==> src/rtl/mmr_intr_pkg.sv <==
// Shared types and default widths for the MMR interrupt controller.
package mmr_intr_pkg;

  typedef enum logic [1:0] {
    IDLE    = 2'd0,
    COUNT   = 2'd1,
    ASSERT  = 2'd2,
    HOLDOFF = 2'd3
  } intr_fsm_e;

  localparam int unsigned DEF_N     = 32;
  localparam int unsigned DEF_CNT_W = 8;
  localparam int unsigned DEF_TMR_W = 16;

endpackage

==> src/rtl/mmr_intr_coalescer.sv <==
// Interrupt coalescing FSM: event-count threshold, timeout and post-IRQ holdoff.
module mmr_intr_coalescer
  import mmr_intr_pkg::*;
#(
  parameter int unsigned CNT_W = DEF_CNT_W,
  parameter int unsigned TMR_W = DEF_TMR_W
) (
  input  logic             clock,
  input  logic             reset,
  input  logic             pending,
  input  logic             uev,
  input  logic [CNT_W-1:0] coal_cnt,
  input  logic [TMR_W-1:0] coal_tmo,
  input  logic [TMR_W-1:0] holdoff,
  output logic             irq,
  output intr_fsm_e        state,
  output logic [CNT_W-1:0] ev_cnt
);

  logic [TMR_W-1:0] timer;
  logic             tmo_hit;
  logic             hold_done;

  assign tmo_hit   = (coal_tmo != '0) && (timer >= coal_tmo);
  // Widened compare handles a live holdoff of 0 without underflowing holdoff-1.
  assign hold_done = ({1'b0, timer} + (TMR_W+1)'(1)) >= {1'b0, holdoff};

  always_ff @(posedge clock) begin
    if (reset) begin
      state  <= IDLE;
      ev_cnt <= '0;
      timer  <= '0;
      irq    <= 1'b0;
    end else begin
      if (uev && (state != ASSERT) && (ev_cnt != '1))
        ev_cnt <= ev_cnt + CNT_W'(1);
      case (state)
        IDLE: begin
          if (pending) begin
            if (coal_cnt <= CNT_W'(1)) begin
              state  <= ASSERT;
              irq    <= 1'b1;
              ev_cnt <= '0;
            end else begin
              state <= COUNT;
              timer <= '0;
            end
          end
        end
        COUNT: begin
          if (timer != '1)
            timer <= timer + TMR_W'(1);
          if (!pending) begin
            state  <= IDLE;
            ev_cnt <= '0;
          end else if ((ev_cnt >= coal_cnt) || tmo_hit) begin
            state  <= ASSERT;
            irq    <= 1'b1;
            ev_cnt <= '0;
          end
        end
        ASSERT: begin
          if (!pending) begin
            irq <= 1'b0;
            if (holdoff == '0) begin
              state <= IDLE;
            end else begin
              state <= HOLDOFF;
              timer <= '0;
            end
          end
        end
        HOLDOFF: begin
          if (timer != '1)
            timer <= timer + TMR_W'(1);
          if (hold_done)
            state <= IDLE;
        end
        default: state <= IDLE;
      endcase
    end
  end

endmodule

==> src/rtl/mmr_intr_controller.sv <==
// ISR/IMR register bank feeding the coalescer that drives the CPU IRQ line.
module mmr_intr_controller
  import mmr_intr_pkg::*;
#(
  parameter int unsigned N     = DEF_N,
  parameter int unsigned CNT_W = DEF_CNT_W,
  parameter int unsigned TMR_W = DEF_TMR_W
) (
  input  logic             clock,
  input  logic             reset,
  input  logic [N-1:0]     isr_pulses,
  input  logic             imr_wr,
  input  logic [N-1:0]     imr_wdata,
  input  logic             isr_clr,
  input  logic [N-1:0]     isr_clr_mask,
  input  logic [CNT_W-1:0] coal_cnt,
  input  logic [TMR_W-1:0] coal_tmo,
  input  logic [TMR_W-1:0] holdoff,
  output logic [N-1:0]     imr,
  output logic [N-1:0]     isr,
  output logic             irq,
  output logic [1:0]       fsm_state,
  output logic [CNT_W-1:0] ev_cnt
);

  logic [N-1:0] clr_eff;
  logic         pending;
  logic         uev;
  intr_fsm_e    coal_state;

  assign clr_eff = isr_clr ? isr_clr_mask : '0;
  assign pending = |(isr & imr);
  assign uev     = |(isr_pulses & imr);

  // New pulses are OR'd in after the clear so a same-cycle set wins.
  always_ff @(posedge clock) begin
    if (reset) begin
      isr <= '0;
      imr <= '0;
    end else begin
      isr <= (isr & ~clr_eff) | isr_pulses;
      if (imr_wr)
        imr <= imr_wdata;
    end
  end

  mmr_intr_coalescer #(
    .CNT_W(CNT_W),
    .TMR_W(TMR_W)
  ) u_coalescer (
    .clock    (clock),
    .reset    (reset),
    .pending  (pending),
    .uev      (uev),
    .coal_cnt (coal_cnt),
    .coal_tmo (coal_tmo),
    .holdoff  (holdoff),
    .irq      (irq),
    .state    (coal_state),
    .ev_cnt   (ev_cnt)
  );

  assign fsm_state = coal_state;

endmodule
==> config.mk <==
export PLATFORM = sky130hd
export DESIGN_NAME = mmr_intr_controller
export DESIGN_NICKNAME = d
export VERILOG_FILES = /design/src/rtl/mmr_intr_pkg.sv /design/src/rtl/mmr_intr_coalescer.sv /design/src/rtl/mmr_intr_controller.sv
export SDC_FILE = /design/constraint.sdc
export NUM_CORES = 1
export LEC_CHECK = 0
export BUFFER_PORTS_ARGS = -buffer_cell sky130_fd_sc_hd__buf_2
export CAP_MARGIN = 10
export CORE_ASPECT_RATIO = 1.4
export CORE_MARGIN = 4
export CORE_UTILIZATION = 49
export DETAILED_ROUTE_END_ITERATION = 7
export PLACE_DENSITY = 0.83
export SLEW_MARGIN = 20
export SYNTH_ARGS = -nofsm -noshare
export SYNTH_HDL_FRONTEND = slang
export SYNTH_SLANG_ARGS = --single-unit
==> constraint.sdc <==
create_clock -name clock -period 3 [get_ports clock]
set_clock_uncertainty 0.2 [all_clocks]
set_input_delay 0.3 -clock clock [delete_from_list [all_inputs] [get_ports clock]]
set_output_delay 0.3 -clock clock [all_outputs]
set_load 0.05 [all_outputs]
==> After elaboration in Yosys (flattened, before gate mapping) <==
Cells that the tools add are included.
{ "totals": {"reg_bits": 91, "input_bits": 140, "output_inout_bits": 75, "elab_cells": 75} }
{ "op_classes": {"eq_ne": 16, "n_reduce_logical": 14, "mux": 27, "add_sub_neg": 3, "bitwise_logic": 5, "order_cmp": 4} }
{ "ops": {"columns": ["cell", "count"], "rows": [
  ["$and A32 B32 Y32", 3],
  ["$mux W16", 5],
  ["$reduce_or A32 Y1", 2],
  ["$pmux W16 S3", 1],
  ["$mux W8", 5],
  ["$mux W32", 1],
  ["$not A32 Y32", 1],
  ["$or A32 B32 Y32", 1],
  ["$add A16 B1 Y17 const B", 1],
  ["$ge A17 B16 Y1", 1],
  ["$add A16 B1 Y16 const B", 1],
  ["$ge A16 B16 Y1", 1],
  ["$logic_not A16 Y1", 1],
  ["$ne A16 B16 Y1 const B", 1],
  ["$pmux W8 S2", 1],
  ["$reduce_bool A16 Y1", 1],
  ["$mux W2", 7],
  ["$ne A2 B1 Y1 const B", 6],
  ["$add A8 B1 Y8 const B", 1],
  ["$ge A8 B8 Y1", 1],
  ["$le A8 B1 Y1 const B", 1],
  ["$ne A2 B2 Y1 const B", 4],
  ["$ne A8 B8 Y1 const B", 1],
  ["$pmux W2 S4", 1],
  ["13 further kinds", 20]
]} }

==> Logic depth before layout (Yosys ltp) <==
{ "logic_depth": {"word_depth": 8, "depth_mapped": 11, "depth_no_buf": 10} }

==> Hierarchy <==
Synthesis repeated with hierarchy kept, for this count alone.
{ "hier_totals": {"hier_cells": 609, "hier_area_um2": 5043.6} }
{ "modules_own_cells": {"columns": ["mod", "cells_each", "seq_area_each_um2", "area_per_inst_um2", "instances"], "rows": [
  ["mmr_intr_coalescer", 329, 540.5, 2558.7, 1],
  ["mmr_intr_controller", 280, 1281.2, 2484.9, 1]
]} }

==> Worst setup path before layout <==
No wires, ideal clock.
{ "synth_timing": {"path_type": "register -> register", "from": "register u_coalescer.timer[0]", "to": "register u_coalescer.state[1]", "stages_incl_launch_ff": 11, "synth_period_minus_slack_ns": 2.618, "arrival_time_ns": 2.322, "path_slack_ns": 0.382, "n_path_buf": 0, "path_cell_list": "dfxtp_1 ha_1 nand2_1 xnor2_1 ha_1 a21o_1 a21o_1 a221o_1 o21ai_0 nand4_1 a221oi_1"} }
{ "synth_between": {"elab_chain_cells": 5} }
{ "synth_rtl": {"columns": ["item", "line", "source"], "rows": [
  ["start, declared", "mmr_intr_coalescer.sv:20", "logic [TMR_W-1:0] timer;"],
  ["start signal, assigned", "mmr_intr_coalescer.sv:52", "timer <= timer + TMR_W'(1);"],
  ["start signal, assigned", "mmr_intr_coalescer.sv:75", "timer <= timer + TMR_W'(1);"],
  ["parallel branches: the longest is 4 deep, another holds $add A16 B1 Y17", null, null],
  ["$reduce_and A4 Y1 (no source line) (*)", null, null],
  ["end signal, assigned", "mmr_intr_coalescer.sv:30", "state <= IDLE;"],
  ["end signal, assigned", "mmr_intr_coalescer.sv:54", "state <= IDLE;"],
  ["end signal, assigned", "mmr_intr_coalescer.sv:57", "state <= ASSERT;"],
  ["end, declared", "mmr_intr_coalescer.sv:16", "output intr_fsm_e state,"]
]} }
Every way passes the cells marked *.
A chain may end at the register's enable or synchronous reset.

==> Worst setup path in the final report <==
{ "layout_timing": {"from": "register u_coalescer.timer[5]", "to": "register u_coalescer.state[1]"} }
Same word-level chain as after synthesis.

==> run_summary.xml <==
<?xml version="1.0" encoding="UTF-8"?>
<metrics>
  <group name="timing">
    <metric name="maxClockFrequency" unit="MHz">355</metric>
    <metric name="timing.final.hold_violations" unit="">0</metric>
    <metric name="rsz0062_at_grt" unit="">no</metric>
    <metric name="setup_violations" unit="">0</metric>
    <metric name="max_slew_margin" unit="%">53.8</metric>
    <metric name="tightestPinTransition" unit="ns">0.693</metric>
    <metric name="final_period_minus_worst_setup_slack" unit="ns">2.82</metric>
    <metric name="final.setup.tns" unit="ns">0</metric>
    <metric name="final_max_slew_violation_count" unit="">0</metric>
    <metric name="min_period_over_period" unit="%">94.0</metric>
  </group>
  <group name="critical_path">
    <metric name="critPathCaptureType" unit="">register</metric>
    <metric name="crit_arrival" unit="ns">2.86</metric>
    <metric name="required_time_of_the_critical_path" unit="ns">3.04</metric>
    <metric name="path_max_fanout" unit="">4</metric>
    <metric name="criticalPathCategory" unit="">register to register</metric>
    <metric name="critPathLaunchType" unit="">register</metric>
  </group>
  <group name="detailed_routing">
    <metric name="ant_nets" unit="">0</metric>
    <metric name="drt-wirelength-per-cell" unit="um">17.7</metric>
    <metric name="routed_via_density" unit="">5.67</metric>
    <metric name="drtIter0Drc" unit="">241</metric>
    <metric name="detailroute.via_count" unit="">5653</metric>
    <metric name="drt_pre_antenna_iters" unit="">4</metric>
    <metric name="finalWirelength" unit="um">17700</metric>
    <metric name="drc" unit="">0</metric>
  </group>
  <group name="finish">
    <metric name="area.growth.synth_to_final" unit="%">33.9</metric>
    <metric name="layoutNonFillerInstCount" unit="">997</metric>
    <metric name="post_route_cells_drive_above_1_share" unit="%">30.0</metric>
    <metric name="design.final.nets" unit="">1033</metric>
  </group>
  <group name="global_routing">
    <metric name="via_count_of_the_first_global_routing_pass" unit="">5467</metric>
    <metric name="grt_start_max_net_pins" unit="">64</metric>
    <metric name="antenna_found_initial" unit="">2</metric>
    <metric name="wire_length_of_the_first_global_routing_pass" unit="um">26500</metric>
    <metric name="gr-usage-all-layers" unit="%">28.1</metric>
    <metric name="gr-total-overflow" unit="">0</metric>
  </group>
  <group name="floorplanning">
    <metric name="die_h" unit="um">129</metric>
    <metric name="placementRows" unit="">44</metric>
    <metric name="starting_density_of_the_core" unit="%">50.0</metric>
    <metric name="die_w" unit="um">94.6</metric>
    <metric name="fp.coreArea" unit="um^2">10300</metric>
    <metric name="die-area" unit="um^2">12200</metric>
    <metric name="io-pin-count" unit="">215</metric>
  </group>
  <group name="pwr">
    <metric name="ir_worst_vdd" unit="V">0.000393</metric>
    <metric name="cellLeakagePower" unit="uW">0.00349</metric>
    <metric name="power_density" unit="nW/um^2">555</metric>
  </group>
  <group name="place">
    <metric name="dp_hpwl" unit="um">13700</metric>
    <metric name="place.detailed.instances" unit="">959</metric>
    <metric name="port_buffers" unit="">214</metric>
    <metric name="place.gp.congestion" unit="">0.923</metric>
  </group>
  <group name="cts">
    <metric name="insertion_delay" unit="ns">0.33</metric>
    <metric name="tritoncts" unit="">yes</metric>
    <metric name="post_cts_resized" unit="">0</metric>
    <metric name="numCtsBuffers" unit="">9</metric>
    <metric name="worst_setup_hold_path_clk_slew" unit="ns">0.07</metric>
    <metric name="numClockSinks" unit="">91</metric>
    <metric name="post_cts_buffers" unit="">0</metric>
    <metric name="ctsHoldBuffers" unit="">19</metric>
    <metric name="htreeDepth" unit="">3</metric>
    <metric name="root_buffer" unit="">sky130_fd_sc_hd__clkbuf_16</metric>
    <metric name="clk_path_buf_depth" unit="">2</metric>
  </group>
  <group name="synth">
    <metric name="synth-seq-cells" unit="">91</metric>
    <metric name="async_reset_ff_share" unit="%">0</metric>
    <metric name="syn-cell-area" unit="um^2">5140</metric>
    <metric name="synth_cell_types" unit="">52</metric>
    <metric name="ys_seq_area_share" unit="%">35.4</metric>
    <metric name="most_used_standard_cell_by_instance_count_after_synthesis" unit="">sky130_fd_sc_hd__dfxtp_1</metric>
    <metric name="synth.yosys.warnings" unit="">0</metric>
    <metric name="yosys-top-cells-count" unit="">91 x sky130_fd_sc_hd__dfxtp_1, 75 x sky130_fd_sc_hd__nor2_1, 60 x sky130_fd_sc_hd__a21oi_1, 59 x sky130_fd_sc_hd__nand2_1, 44 x sky130_fd_sc_hd__inv_1</metric>
    <metric name="post_synth_inst_count" unit="">619</metric>
    <metric name="synthDominantAreaCellType" unit="">sky130_fd_sc_hd__dfxtp_1</metric>
    <metric name="syn_avg_cell_area" unit="um^2">8.31</metric>
    <metric name="postSynthNetCount" unit="">801</metric>
    <metric name="synthFlopType" unit="">sky130_fd_sc_hd__dfxtp_1</metric>
    <metric name="netlist_top_cells_area" unit="">sky130_fd_sc_hd__dfxtp_1 35%, sky130_fd_sc_hd__ha_1 10%, sky130_fd_sc_hd__mux2i_1 6.4%, sky130_fd_sc_hd__a21oi_1 5.8%, sky130_fd_sc_hd__nor2_1 5.5%</metric>
    <metric name="synth-edff-count" unit="">0</metric>
    <metric name="post-synth-top-area-fraction" unit="%">35.4</metric>
  </group>
  <group name="worst_hold_path">
    <metric name="hp-class" unit="">primary input to register</metric>
  </group>
  <group name="outcome">
    <metric name="outcome" unit="">finished, final reports clean</metric>
  </group>
  <group name="run">
    <metric name="max_cap_viol" unit="">0</metric>
  </group>
</metrics>
-- per-stage QoR --
step / hold slack [ns] / utilization (%) / setup WS [ns] / cell area, um^2 / power [uW]
floorplan: 0.217 / - / 0.382 / 5140 / 2270
finish: 0.000561 / 66.9 / 0.180 / 6890 / 3820
detailed placement: 0.264 / 62.1 / 0.212 / 6390 / 2670
global placement: 0.256 / 62.1 / 0.276 / 6390 / 2650
global route: 0.00540 / 66.9 / 0.0185 / 6880 / 4000
CTS: 0.000280 / 66.8 / 0.200 / 6880 / 3830
-- per-layer routing --
metal,vias to the layer above,part of all wire [%],global-route usage [%]
li1,2698,-,-
met1,2623,37,31.2
met2,269,49,48.5
met3,61,8.1,6.10
met4,2,5.9,17.3
met5,-,0.068,0
-- where the power goes --
part	total (uW)	internal, uW	switching [uW]	leakage (uW)
registers	1400	1300	99.7	0.000751
clock network	1150	653	493	0.000148
logic	1280	406	870	0.00259
-- final cells by class --
class                      count  area, um^2
fill                         845        3410
antenna                        3        7.51
clock inverter                 7        76.3
clock buffer                   9         225
sequential                    91        1820
timing repair buffer         246        1370
tap                          138         173
inverter                      44         165
multi-input combinational    459        3050
-- logic make-up after synthesis --
| family | count (synthesis) | share of synthesized area (%) |
|---|---|---|
| AO/OA/AOI/OAI | 147 | 19.1 |
| XOR/XNOR | 18 | 3.07 |
| adder cells (fa/ha/maj) | 42 | 10.2 |
| buffers and inverters | 69 | 5.33 |
| flip-flops | 91 | 35.4 |
| multiplexers | 33 | 6.42 |
| AND/OR/NAND/NOR | 219 | 20.4 |
-- path summary, 6_finish.rpt --
| check | depth (start not counted) | slack, ns | endpoint | start |
|---|---|---|---|---|
| setup / recovery | 10 | 0.18 | u_coalescer.state[1]$_SDFFE_PP0P_ | u_coalescer.timer[5]$_SDFFE_PP0P_ |
| setup reg to reg | 10 | 0.18 | u_coalescer.state[1]$_SDFFE_PP0P_ | u_coalescer.timer[5]$_SDFFE_PP0P_ |
| hold / removal | 3 | 0.0006 | isr[11]$_SDFF_PP0_ | isr_pulses[11] |
| hold reg to reg | 2 | 0.27 | u_coalescer.irq$_SDFFE_PP0P_ | u_coalescer.irq$_SDFFE_PP0P_ |
-- placed cells by master, fill, tap and decap left out, types with 2 or more instances in the layout --
master / netlist / routed
sky130_fd_sc_hd__clkinv_2: 0 / 2
sky130_fd_sc_hd__ha_1: 42 / 42
sky130_fd_sc_hd__and3_1: 9 / 9
sky130_fd_sc_hd__buf_2: 6 / 214
sky130_fd_sc_hd__a21o_1: 5 / 5
sky130_fd_sc_hd__a211o_1: 2 / 2
sky130_fd_sc_hd__a22oi_1: 32 / 32
sky130_fd_sc_hd__a211oi_1: 5 / 5
sky130_fd_sc_hd__a21bo_2: 3 / 3
sky130_fd_sc_hd__o311ai_1: 3 / 3
sky130_fd_sc_hd__clkbuf_16: 0 / 9
sky130_fd_sc_hd__inv_1: 44 / 44
sky130_fd_sc_hd__nand4_1: 25 / 25
sky130_fd_sc_hd__nand2_1: 59 / 59
sky130_fd_sc_hd__o211ai_1: 10 / 10
sky130_fd_sc_hd__dfxtp_1: 91 / 91
sky130_fd_sc_hd__o21ai_0: 5 / 5
sky130_fd_sc_hd__nor2_1: 75 / 75
sky130_fd_sc_hd__a221oi_1: 3 / 3
sky130_fd_sc_hd__and4_1: 4 / 4
sky130_fd_sc_hd__nand2b_1: 5 / 5
sky130_fd_sc_hd__a31oi_1: 4 / 4
sky130_fd_sc_hd__dlygate4sd3_1: 0 / 19
sky130_fd_sc_hd__xnor2_1: 15 / 15
sky130_fd_sc_hd__buf_4: 0 / 12
sky130_fd_sc_hd__diode_2: 0 / 3
sky130_fd_sc_hd__nor3_1: 4 / 4
sky130_fd_sc_hd__nand3b_1: 3 / 3
sky130_fd_sc_hd__a21oi_2: 3 / 3
sky130_fd_sc_hd__xor2_1: 3 / 3
sky130_fd_sc_hd__nor2b_1: 3 / 3
sky130_fd_sc_hd__mux2i_1: 33 / 33
sky130_fd_sc_hd__nand3_1: 16 / 16
sky130_fd_sc_hd__nor4_1: 9 / 9
sky130_fd_sc_hd__a21oi_1: 60 / 60
-- worst max-delay path, stage by stage, from the launching register on --
cell,delay [ns]
sky130_fd_sc_hd__dfxtp_1,0.40
sky130_fd_sc_hd__and4_4,0.28
sky130_fd_sc_hd__nand2_1,0.07
sky130_fd_sc_hd__xnor2_1,0.21
sky130_fd_sc_hd__ha_1,0.29
sky130_fd_sc_hd__a21o_1,0.18
sky130_fd_sc_hd__a21o_1,0.17
sky130_fd_sc_hd__a221o_1,0.34
sky130_fd_sc_hd__o21ai_0,0.15
sky130_fd_sc_hd__nand4_1,0.14
sky130_fd_sc_hd__a221oi_1,0.28
-- registers in the layout, indices dropped and copies added (netlist names) --
register	count
imr	32
isr	32
u_coalescer.timer	16
u_coalescer.ev_cnt	8
u_coalescer.state	2
u_coalescer.irq	1
No activity file was read; power rests on OpenSTA's default activity.
